<file path="src/rtl/one_port_mem_req_ctrl.sv">
// one_port_mem_req_ctrl: valid/ready front-end for a single-port memory with 1-cycle read latency.
// Read credits guarantee every issued read has a buffer slot, so backpressure never drops data.
module one_port_mem_req_ctrl #(
  parameter int addresses = 32,
  parameter int width = 8,
  parameter int rspDepth = 2,
  localparam int addressWidth = $clog2(addresses),
  localparam int outW = $clog2(rspDepth + 1)
) (
  input  logic                    clk,
  input  logic                    rstN,
  input  logic                    reqValid,
  output logic                    reqReady,
  input  logic                    reqWrite,
  input  logic [addressWidth-1:0] reqAddress,
  input  logic [width-1:0]        reqWriteData,
  output logic                    rspValid,
  input  logic                    rspReady,
  output logic [width-1:0]        rspData,
  output logic                    rspErr,
  output logic                    memReadEnable,
  output logic                    memWriteEnable,
  output logic [addressWidth-1:0] memAddress,
  output logic [width-1:0]        memWriteData,
  input  logic [width-1:0]        memReadData,
  output logic [outW-1:0]         outstanding
);
  localparam int ptrW = $clog2(rspDepth);
  localparam logic [addressWidth:0] addrLimit = (addressWidth + 1)'(addresses);
  localparam logic [ptrW-1:0] lastPtr = ptrW'(rspDepth - 1);
  logic [ptrW-1:0] head, tail;
  logic [outW-1:0] count;
  logic inFlight, inFlightErr;
  logic [width-1:0] bufData [rspDepth];
  logic [rspDepth-1:0] bufErr;
  logic inRange, accept, readAcc, bufEmpty, push, pop, popBuf;
  logic [width-1:0] bypassData;
  assign outstanding = count + outW'(inFlight);
  assign inRange = {1'b0, reqAddress} < addrLimit;
  assign reqReady = reqWrite || (outstanding < outW'(rspDepth));
  assign accept = reqValid && reqReady;
  assign readAcc = accept && !reqWrite;
  assign memWriteEnable = accept && reqWrite && inRange;
  assign memReadEnable = readAcc && inRange;
  assign memAddress = reqAddress;
  assign memWriteData = reqWriteData;
  assign bufEmpty = count == '0;
  assign bypassData = inFlightErr ? '0 : memReadData;
  assign rspValid = !bufEmpty || inFlight;
  assign rspData = bufEmpty ? bypassData : bufData[head];
  assign rspErr = bufEmpty ? inFlightErr : bufErr[head];
  assign pop = rspValid && rspReady;
  assign popBuf = pop && !bufEmpty;
  // The in-flight word bypasses the buffer only when nothing is queued ahead of it and it is taken now.
  assign push = inFlight && !(bufEmpty && rspReady);
  always_ff @(posedge clk or negedge rstN) begin
    if (!rstN) begin
      inFlight <= 1'b0;
      inFlightErr <= 1'b0;
      head <= '0;
      tail <= '0;
      count <= '0;
    end else begin
      inFlight <= readAcc;
      inFlightErr <= readAcc && !inRange;
      if (push) tail <= (tail == lastPtr) ? '0 : tail + 1'b1;
      if (popBuf) head <= (head == lastPtr) ? '0 : head + 1'b1;
      count <= count + outW'(push) - outW'(popBuf);
    end
  end
  always_ff @(posedge clk) begin
    if (push) begin
      bufData[tail] <= bypassData;
      bufErr[tail] <= inFlightErr;
    end
  end
endmodule

</file>
<file path="config.mk">
export PLATFORM = sky130hd
export DESIGN_NAME = one_port_mem_req_ctrl
export DESIGN_NICKNAME = d
export VERILOG_FILES = /design/src/rtl/one_port_mem_req_ctrl.sv
export SDC_FILE = /design/constraint.sdc
export NUM_CORES = 1
export LEC_CHECK = 0
export ABC_AREA = 1
export CAP_MARGIN = 40
export CORE_ASPECT_RATIO = 1.4
export CORE_MARGIN = 2
export CORE_UTILIZATION = 44
export DETAILED_ROUTE_END_ITERATION = 10
export PLACE_DENSITY = 0.87
export SETUP_SLACK_MARGIN = 0.5
export SLEW_MARGIN = 20
export SYNTH_ARGS = -nofsm -noshare
export SYNTH_HDL_FRONTEND = slang
export SYNTH_SLANG_ARGS = --single-unit
</file>
<file path="constraint.sdc">
create_clock -name clk -period 3.8 [get_ports clk]
set_clock_uncertainty 0.05 [all_clocks]
set_input_delay 1.14 -clock clk [delete_from_list [all_inputs] [get_ports clk]]
set_output_delay 1.14 -clock clk [all_outputs]
set_load 0.02 [all_outputs]
</file>
Word-level counts from Yosys, hierarchy flattened:

Memories as Yosys holds them, arrays and structs flattened.
Cells that the tools add are included.

* $add $sub $neg: 5
* order comparisons: 4
* muxes and demuxes: 10
* bitwise operators: 2
* reductions and logical operators: 14

Operators with widths (count)
* 1-bit logical AND: 8
* 1-bit 2-to-1 mux: 8
* 8-bit 2-to-1 mux: 1
* 2-bit by 1-bit adder with 2-bit output: 2
* 1-bit by 2-bit < comparator with 1-bit output, second input constant: 2
* 1-bit logical NOT: 3
* 1-bit adder, second input constant: 2
* 2-bit AND: 1
* 2-bit logical NOT: 1
* 1-bit logical OR: 2
* 2-bit < comparator, second input constant: 1
* 2-bit NOT: 1
* 2-bit by 1-bit subtractor with 2-bit output: 1
* 1-bit demux with 1-bit select: 1
* 1-bit greater-or-equal comparator, second input constant: 1

* register bits: 7
* RAM bits: 16
* input port bits: 26
* memories kept: 1

Memories
* bufData: depth 2, bits a word 8, read ports 1, clocked after Yosys merged registers in 0, write ports 1, line 34 `logic [width-1:0] bufData [rspDepth];`

Depth between registers and ports, before layout:

* depth after elaboration: 6
* gate-level depth with buffers: 9
* depth with buffers taken out: 9

Worst setup path before layout:

No wires, ideal clock.

* path kind: input-to-output
* from: input reqWrite
* to: output memReadEnable
* arrival time: 1551 ps
* required time: 2610 ps
* slack: 1059 ps
* stages on the path: 3
* cell sequence: inv_1 > nand2_1 > nor2_1

* cells in the longest elaborated chain, start to end: 3

RTL lines
* start: declaration: line 14 `input logic reqWrite,`
* 1-bit logical OR: line 40 `assign reqReady = reqWrite || (outstanding < outW'(rspDepth));`
* 1-bit logical AND: line 41 `assign accept = reqValid && reqReady;`
* 1-bit logical AND (*): line 42 `assign readAcc = accept && !reqWrite;`
* end: declaration: line 21 `output logic memReadEnable,`

Every way passes the cells marked *; elsewhere a longest branch is shown, timed or not.

Worst setup path after layout:

* from: input memReadData[2]
* to: output rspData[2]

* cells in the longest elaborated chain, start to end: 1

RTL lines
* start: declaration: line 25 `input logic [width-1:0] memReadData,`
* 8-bit 2-to-1 mux: line 50 `assign rspData = bufEmpty ? bypassData : bufData[head];`
* end: declaration: line 19 `output logic [width-1:0] rspData,`

Every way passes these cells.

==> results.yml <==
floorplanning:
  dieWidth_um: 47.5
  start_util_pct: 45.6
  row_count: 22
  coreArea_sq_um: 2560
  die_h_um: 64.9
  die-area_sq_um: 3090
  num_io_pins: 54
flow_run:
  maxCapViolCount: 0
setup_path:
  crit_arrival_ns: 2.07
  critical_path_required_ns: 2.61
  cp_max_fo: 3
  rrSetupSlack_ns: 1.94
  startpoint_type: "primary input"
  timing.rr.start: "count[1]"
  r2r.worst_path.cells: 9
  crit_type: "primary input to primary output"
  endpoint_kind: "primary output"
  reg2reg_to: "count[1]"
sta:
  max_freq_mhz: 306
  final.period_utilization_pct: 85.9
  slew_violations: 0
  hold_violations: 0
  worst_slew_pin_slew_ns: 0.665
  max_slew_margin_pct: 55.5
  rsz0062_at_grt: "yes"
  fin_crit_ns: 3.26
  finalSetupViolCount: 0
  tns_ns: 0
synth:
  synth.ff_latch_count: 23
  synth_nets: 158
  syn_avg_cell_area_sq_um: 9.05
  synthTopCellsByArea: "edfxtp_1 46%, nand2_1 13%, dfrtp_1 11%, nor2_1 9.0%, buf_4 8.4%"
  ys_top_cells_by_count: "40 x nand2_1, 28 x nor2_1, 18 x edfxtp_1"
  yosysMostFrequentCell: "nand2_1"
  synth_edf_count: 18
  ys_warn_count: 0
  ys.flop_type: "edfxtp_1"
  yosysTopAreaCellShare_pct: 46.3
  async_flop_share_pct: 21.7
  yosys.area.top_type: "edfxtp_1"
  ys_seq_area_share_pct: 57.0
  netlist_instances: 129
  synthDistinctLibCells: 15
  syn-cell-area_sq_um: 1170
clock_network:
  path_clk_slew_ns: 0.11
  cts_buffers: 3
  cts_tree: "yes"
  cts_sinks: 23
  cts.htree.levels: 1
  insertion_delay_ns: 0.30
  cts-root-buf: "clkbuf_4"
  cts_max_path_buffers: 2
cells_and_area:
  syn_to_final_growth_pct: 17.6
  fillCellCount: 228
  diodes: 0
  drive_gt1_share_pct: 8.97
  finalNetCount: 175
  final_area_sq_um: 1370
placed_design:
  port_buffers: 27
  dp_hpwl_mm: 1.71
  dpl-instance-area_sq_um: 1380
  place.gp.congestion: 0.696
global_routing:
  grt_max_degree: 15
  grt_use_total_pct: 16.5
  antenna_found_initial: 0
  grt_pass1_vias: 912
  grt_overflow: 0
  grt_pass1_wl_mm: 3.65
drt:
  vias: 852
  viasPerCell: 4.71
  drt-wirelength-per-cell_um: 12.3
  drtPass1Iterations: 4
  wirelength_mm: 2.23
  drc: 0
  drt-initial-drc-count: 27
  ant_nets: 0
run_status:
  status: "completed"
min_path:
  holdPathStages: 2
  min_from: "bufErr[0]"
  hold_class: "flop to flop"
  holdPathEnd: "bufErr[0]"
power:
  powerDensity_nw_per_um2: 747
  power_leakage_nw: 0.635
  ir_drop_uv: 611
flip-flops by register name, indices dropped and copies added, names as in the netlist:
name and cells:
inFlight 1, count 2, head 1, tail 1, bufData 16, bufErr 2
final cells by class:
type	count	area [sq um]	area share [%]
clock buffers	4	26.3	1.91
inverters	13	52.6	3.83
multi-input cells	78	345	25.2
flip-flops and latches	23	666	48.5
well taps	36	45.0	3.28
repair buffers	27	238	17.3
through the flow:
step	hold WS (ns)	power [mW]	cells	util, %	worst slack (ns)
6_report	0.525	1.02	181	53.6	0.536
3_5_place_dp	0.489	0.974	177	53.7	0.158
2_1_floorplan	0.435	0.745	129	-	1.06
5_1_grt	0.569	1.10	181	53.6	0.493
4_1_cts	0.512	1.05	181	54.5	0.436
3_3_place_gp	0.461	0.955	177	53.7	0.210
worst max path at each step:
stage	start	end	slack, ns	cells after the start
detailed placement	reqValid	memReadEnable	0.16	4
floorplan	reqWrite	memReadEnable	1.06	3
global placement	reqWrite	memReadEnable	0.21	5
global route	head	rspErr	0.49	4
CTS	reqWrite	memReadEnable	0.44	5
finish	memReadData[2]	rspData[2]	0.54	4
metal layers:
| metal | part of all wire, % | vias up | global-route usage (%) |
|---|---|---|---|
| met1 | 38 | 393 | 16.9 |
| met3 | 5.6 | 9 | 2.23 |
| li1 | - | 421 | - |
| met5 | 0 | - | 0 |
| met4 | 2.6 | 0 | 9.46 |
| met2 | 54 | 29 | 29.6 |
cells by family after synthesis:
logic type | after synthesis | synth area share (%)
AND/OR/NAND/NOR | 70 | 23.3
buffers and inverters | 28 | 13.4
flip-flops | 23 | 57.0
XOR/XNOR | 3 | 2.25
adder cells (fa/ha/maj) | 3 | 3.22
AO/OA/AOI/OAI | 2 | 0.857
placed cells by master (no fill, tap or decap), drive strengths merged:
cell / instances
dlymetal6s2s: 1
o21ai: 1
clkdlybuf4s50: 15
inv: 12
nor2: 29
edfxtp: 18
clkdlybuf4s15: 3
xnor2: 1
ha: 3
dfrtp: 5
a21oi: 1
clkbuf: 11
nand3: 1
xor2: 2
clkinvlp: 1
nand2: 40
dlygate4sd2: 1
what timing repair did:
action,in CTS,in global routing
hold buffers,0,0
gates resized for setup,17,14
endpoints found under the setup margin,11,11
setup buffers,0,0
critical path: stages:
cell	delay, ns
clkdlybuf4s50_1	0.49
nand2_1	0.06
nand2_1	0.08
clkdlybuf4s15_1	0.30
where the power goes:
part | leakage, nW | switching, mW | internal (mW)
registers | 0.225 | 0.0523 | 0.324
logic | 0.395 | 0.339 | 0.202
clock network | 0.0150 | 0.0671 | 0.0409
(Power assumes the default switching activity.)
